--- src/rtl/fetch_pkg.sv ---
// Shared types and constants for the instruction fetch queue.
package fetch_pkg;

  localparam int INSTR_W = 32;
  localparam logic [31:0] RESET_PC_DEFAULT = 32'h0000_0000;

  typedef struct packed {
    logic [31:0]        pc;
    logic [INSTR_W-1:0] instr;
  } fetch_entry_t;

endpackage

--- src/rtl/fetch_queue_mem.sv ---
// Entry storage for the fetch queue: one synchronous write port, one
// asynchronous read port, data is never reset.
module fetch_queue_mem
  import fetch_pkg::*;
#(
  parameter int DEPTH = 4,
  parameter int PTR_W = $clog2(DEPTH)
) (
  input  logic         clk,
  input  logic         we_i,
  input  logic [PTR_W-1:0] waddr_i,
  input  fetch_entry_t wdata_i,
  input  logic [PTR_W-1:0] raddr_i,
  output fetch_entry_t rdata_o
);

  fetch_entry_t mem_q [DEPTH];

  always_ff @(posedge clk) begin
    if (we_i) begin
      mem_q[waddr_i] <= wdata_i;
    end
  end

  assign rdata_o = mem_q[raddr_i];

endmodule

--- src/rtl/fetch_queue.sv ---
// Instruction fetch queue: fetches sequentially from imem into a DEPTH-entry
// FIFO, flushes on redirect. Define FETCH_QUEUE_STATS_EN to add full_cycles.
module fetch_queue
  import fetch_pkg::*;
#(
  parameter int          DEPTH    = 4,
  parameter int          ADDR_W   = 18,
  parameter logic [31:0] RESET_PC = RESET_PC_DEFAULT
) (
  input  logic                 clk,
  input  logic                 reset,
  output logic [ADDR_W-1:0]    imem_a,
  input  logic [INSTR_W-1:0]   imem_rd,
  input  logic                 redirect,
  input  logic [31:0]          redirect_pc,
  output logic                 deq_valid,
  input  logic                 deq_ready,
  output logic [INSTR_W-1:0]   deq_instr,
  output logic [31:0]          deq_pc,
`ifdef FETCH_QUEUE_STATS_EN
  output logic [31:0]          full_cycles,
`endif
  output logic [$clog2(DEPTH):0] count
);

  localparam int PTR_W = $clog2(DEPTH);
  localparam int CNT_W = PTR_W + 1;
  localparam logic [31:0] RESET_PC_ALIGNED = RESET_PC & 32'hFFFF_FFFC;

  logic [31:0]      fpc_q, fpc_d;
  logic [PTR_W-1:0] rptr_q, rptr_d;
  logic [PTR_W-1:0] wptr_q, wptr_d;
  logic [CNT_W-1:0] count_q, count_d;

  logic         full;
  logic         do_deq;
  logic         do_enq;
  fetch_entry_t wr_entry;
  fetch_entry_t head;

  assign full      = (count_q == CNT_W'(DEPTH));
  assign deq_valid = (count_q != '0);
  // A redirect cancels both sides of the handshake for its cycle.
  assign do_deq    = deq_valid && deq_ready && !redirect;
  assign do_enq    = !redirect && (!full || do_deq);

  assign wr_entry  = '{pc: fpc_q, instr: imem_rd};

  always_comb begin
    fpc_d   = fpc_q;
    rptr_d  = rptr_q;
    wptr_d  = wptr_q;
    count_d = count_q;
    if (redirect) begin
      fpc_d   = redirect_pc & 32'hFFFF_FFFC;
      rptr_d  = '0;
      wptr_d  = '0;
      count_d = '0;
    end else begin
      if (do_enq) begin
        fpc_d  = fpc_q + 32'd4;
        wptr_d = wptr_q + PTR_W'(1);
      end
      if (do_deq) begin
        rptr_d = rptr_q + PTR_W'(1);
      end
      unique case ({do_enq, do_deq})
        2'b10:   count_d = count_q + CNT_W'(1);
        2'b01:   count_d = count_q - CNT_W'(1);
        default: count_d = count_q;
      endcase
    end
  end

  always_ff @(posedge clk or negedge reset) begin
    if (!reset) begin
      fpc_q   <= RESET_PC_ALIGNED;
      rptr_q  <= '0;
      wptr_q  <= '0;
      count_q <= '0;
    end else begin
      fpc_q   <= fpc_d;
      rptr_q  <= rptr_d;
      wptr_q  <= wptr_d;
      count_q <= count_d;
    end
  end

  fetch_queue_mem #(
    .DEPTH (DEPTH),
    .PTR_W (PTR_W)
  ) u_mem (
    .clk     (clk),
    .we_i    (do_enq),
    .waddr_i (wptr_q),
    .wdata_i (wr_entry),
    .raddr_i (rptr_q),
    .rdata_o (head)
  );

  // Storage is unreset, so outputs are masked to zero whenever the queue is empty.
  assign imem_a    = fpc_q[ADDR_W+1:2];
  assign deq_pc    = deq_valid ? head.pc    : '0;
  assign deq_instr = deq_valid ? head.instr : '0;
  assign count     = count_q;

`ifdef FETCH_QUEUE_STATS_EN
  logic [31:0] full_cycles_q, full_cycles_d;

  always_comb begin
    full_cycles_d = full_cycles_q;
    if (full && !do_deq && !redirect && (full_cycles_q != 32'hFFFF_FFFF)) begin
      full_cycles_d = full_cycles_q + 32'd1;
    end
  end

  always_ff @(posedge clk or negedge reset) begin
    if (!reset) begin
      full_cycles_q <= '0;
    end else begin
      full_cycles_q <= full_cycles_d;
    end
  end

  assign full_cycles = full_cycles_q;
`endif

endmodule

--- config.mk ---
export PLATFORM = sky130hd
export DESIGN_NAME = fetch_queue
export DESIGN_NICKNAME = d
export VERILOG_FILES = /design/src/rtl/fetch_pkg.sv /design/src/rtl/fetch_queue_mem.sv /design/src/rtl/fetch_queue.sv
export SDC_FILE = /design/constraint.sdc
export NUM_CORES = 1
export LEC_CHECK = 0
export ABC_AREA = 1
export BUFFER_PORTS_ARGS = -buffer_cell sky130_fd_sc_hd__buf_2
export CAP_MARGIN = 10
export CELL_PAD_IN_SITES_DETAIL_PLACEMENT = 1
export CELL_PAD_IN_SITES_GLOBAL_PLACEMENT = 2
export CORE_MARGIN = 2
export CORE_UTILIZATION = 40
export CTS_CLUSTER_DIAMETER = 80
export DETAILED_ROUTE_END_ITERATION = 6
export PLACE_DENSITY_LB_ADDON = 0.12
export SKIP_CTS_REPAIR_TIMING = 1
export SYNTH_ARGS = -nofsm -noshare
export SYNTH_HDL_FRONTEND = slang
export SYNTH_SLANG_ARGS = --single-unit
--- constraint.sdc ---
create_clock -name clk -period 7.71 [get_ports clk]
set_input_delay 1.9275 -clock clk [delete_from_list [all_inputs] [get_ports clk]]
set_output_delay 1.9275 -clock clk [all_outputs]
set_load 0.05 [all_outputs]
==> metrics.md <==
| Metric | Value |
|---|---|
| Yosys top cell area share | `60.6%` |
| DR pass1 iterations | `4` |
| Crit path launch type | `flip-flop` |
| Post-Synthesis Cells | `1164` |
| Number of port buffers | `149` |
| First-pass GRT wire length | `49.7 mm` |
| Setup CP Type | `flip-flop to output pin` |
| Status | `finished, final reports clean` |
| TNS Setup | `0 ns` |
| Die width | `179 um` |
| TritonCTS clock tree | `done` |
| Largest net degree at the start of global routing | `70` |
| Fin crit period | `5.68 ns` |
| Num CTS Buffers | `31` |
| Post-synth top cells | `nor2_1, edfxtp_1, nand2_1` |
| Crit. End Element | `output pin` |
| Fin crit share | `73.6%` |
| Post-synth cell types | `33` |
| Least-Margin Pin Slew | `1.07 ns` |
| Layout cell share with drive strength beyond 1 | `17.0%` |
| Num rows | `64` |
| Die ar. | `32100 um2` |
| Most frequent cell after synthesis | `nor2_1` |
| CP max stage cell | `dfrtp_4` |
| H-tree level count | `1` |
| Syn Area/Cell | `10.6 um2` |
| Mapped Area | `12300 um2` |
| Yosys top cell by area | `edfxtp_1` |
| IO Count | `154` |
| Leading post-synthesis cells by cell area | `edfxtp_1, nor2_1, dfrtp_1, o21ai_0, nand2_1` |
| Worst Hold Class | `flip-flop to flip-flop` |
| Setup-failing EPs final | `0` |
| MaxCap Viol Count | `0` |
| Sequential area share after synthesis | `68.2%` |
| Via count | `8671` |
| CP required | `5.78 ns` |
| Chip height | `179 um` |
| Design Area, Final | `14200 um2` |
| Total Wirelength | `32.1 mm` |
| Synth Register Bits | `285` |
| RSZ-0062 raised after global routing | `false` |
| NumNets Final | `1356` |
| Clk_lat worst skew | `0.58 ns` |
| Max Clk Rate | `0.176 GHz` |
| Setup Skew | `0.0197 ns` |
| Max-slew violations | `0` |
| Peak supply drop | `0.233 mV` |
| Reg clk slew, reported paths | `0.06 ns` |
| P&R area growth vs syn | `15.7%` |
| Post-DP Area | `13200 um2` |
| Root buf cell | `clkbuf_16` |
| Number of global-route vias before repair | `8828` |
| Final hold violations | `0` |
| Sink Count | `285` |
| Gr ovfl total | `0` |
| GRT Util Overall | `20.2%` |
| ANT cells | `0` |
| DRC Markers | `0` |
| Initial Util | `40.4%` |
| CP Cell Sequence | `clkinv_2, buf_4, o21ai_0, a21oi_1, buf_2` |
| Cell area power density | `387 nW/um2` |
| Main flop type after synthesis | `edfxtp_1` |
| Crit-path max cell delay | `0.89 ns` |
| Initial antenna violation count | `0` |
| Synthesis Warnings | `0` |
| Core Footprint | `30400 um2` |
| Detailed placement HPWL | `18.7 mm` |
| Clock Path Buffers | `3` |
| P_leak | `5.49 nW` |
| Post-route ant nets | `0` |
| Wirelength per Cell | `18.9 um` |
| 1st-iter DRT viols | `411` |
| Via/cell ratio | `5.10` |
| Rel. slew slack | `28.2%` |
| Critical Path AT | `3.75 ns` |
| Number of synthesized flops with an enable pin | `248` |
| Crit Path Max Fanout | `69` |
| Post-synth ARST share | `13.0%` |
| Gp weighted congestion | `0.737` |
[cells in the final DEF, fill, tap and decap left out, drive strengths merged]
master    netlist  final
nor2          298    298
edfxtp        248    248
buf            35    160
nand2         152    152
o21ai         146    146
a21oi          68     68
inv            56     56
nand3          47     47
clkbuf         42     42
dfrtp          37     37
clkinv          0     10
ha              7      7
nor3            4      4
a22oi           4      4
nand4           3      3
xor2            3      3
o22ai           2      2
xnor2           2      2
or2             2      2
a31oi           2      2
conb            1      2
bufinv          0      2
and2            1      1
o21bai          1      1
o31ai           1      1
a32oi           1      1
o211ai          1      1
clkinvlp        0      1
[path summary, 6_finish.rpt]
path,cells past startpoint,slack (ns),endpoint,startpoint
hold reg to reg,2,0.57,count[1],count[1]
setup / recovery,5,2.03,deq_pc[14],rptr_q[0]
max in group asynchronous,1,5.48,rptr_q[0],reset
min in group asynchronous,1,1.50,fpc_q[30],reset
hold / removal,2,0.57,count[1],count[1]
setup reg to reg,11,4.25,u_mem.mem_q[0][41],count[0]
[state kept, by name (all words and copies together) (netlist names)]
signal       count
u_mem.mem_q    248
wptr_q           2
count            3
rptr_q           2
fpc_q           30
[routing by layer]
metal | GRT usage, % | part of all wire [%] | up-vias
met5 | 0 | 0 | -
met4 | 4.33 | 1.9 | 0
met3 | 2.48 | 3.2 | 43
met2 | 35.3 | 49 | 152
met1 | 27.1 | 46 | 4296
li1 | - | - | 4180
[report_power, final]
group | leakage, nW | internal, mW | switching [mW] | total, mW
registers | 2.71 | 1.92 | 0.153 | 2.08
logic | 2.31 | 0.402 | 1.60 | 2.00
clock network | 0.468 | 0.832 | 0.587 | 1.42
[per-stage QoR]
stage                     power, mW  utilization, %  hold WS (ns)  setup WS, ns  cells
after global placement         4.12            43.5         0.552          2.65   1644
after CTS                      5.58            46.7         0.574          1.93   1699
after global routing           5.80            46.7         0.633          1.76   1699
after detailed placement       4.15            43.5         0.559          2.53   1644
final                          5.50            46.7         0.566          2.03   1699
after floorplan                3.58               -         0.517          3.48   1165
[cells by family after synthesis]
group / share of synthesized area, %
buffers and inverters: 4.83
adder cells (fa/ha/maj): 0.713
other: 0.0305
XOR/XNOR: 0.357
AO/OA/AOI/OAI: 9.42
flip-flops: 68.2
AND/OR/NAND/NOR: 16.5
[critical path: cells and delay by family, from the launching register on]
kind                   cells  cell delay (ns)
AOI/OAI and AO/OA          2             0.51
buffers and inverters      3             1.72
DFF                        1             0.89
[final cells by class]
cell class / instances / area [um2]
fill: 3412 / 16200
inverter: 56 / 213
sequential: 285 / 8380
tap: 396 / 495
multi-input combinational: 747 / 3320
clock buffer: 42 / 847
timing repair buffer: 160 / 828
clock inverter: 13 / 126
(Power assumes the default switching activity.)
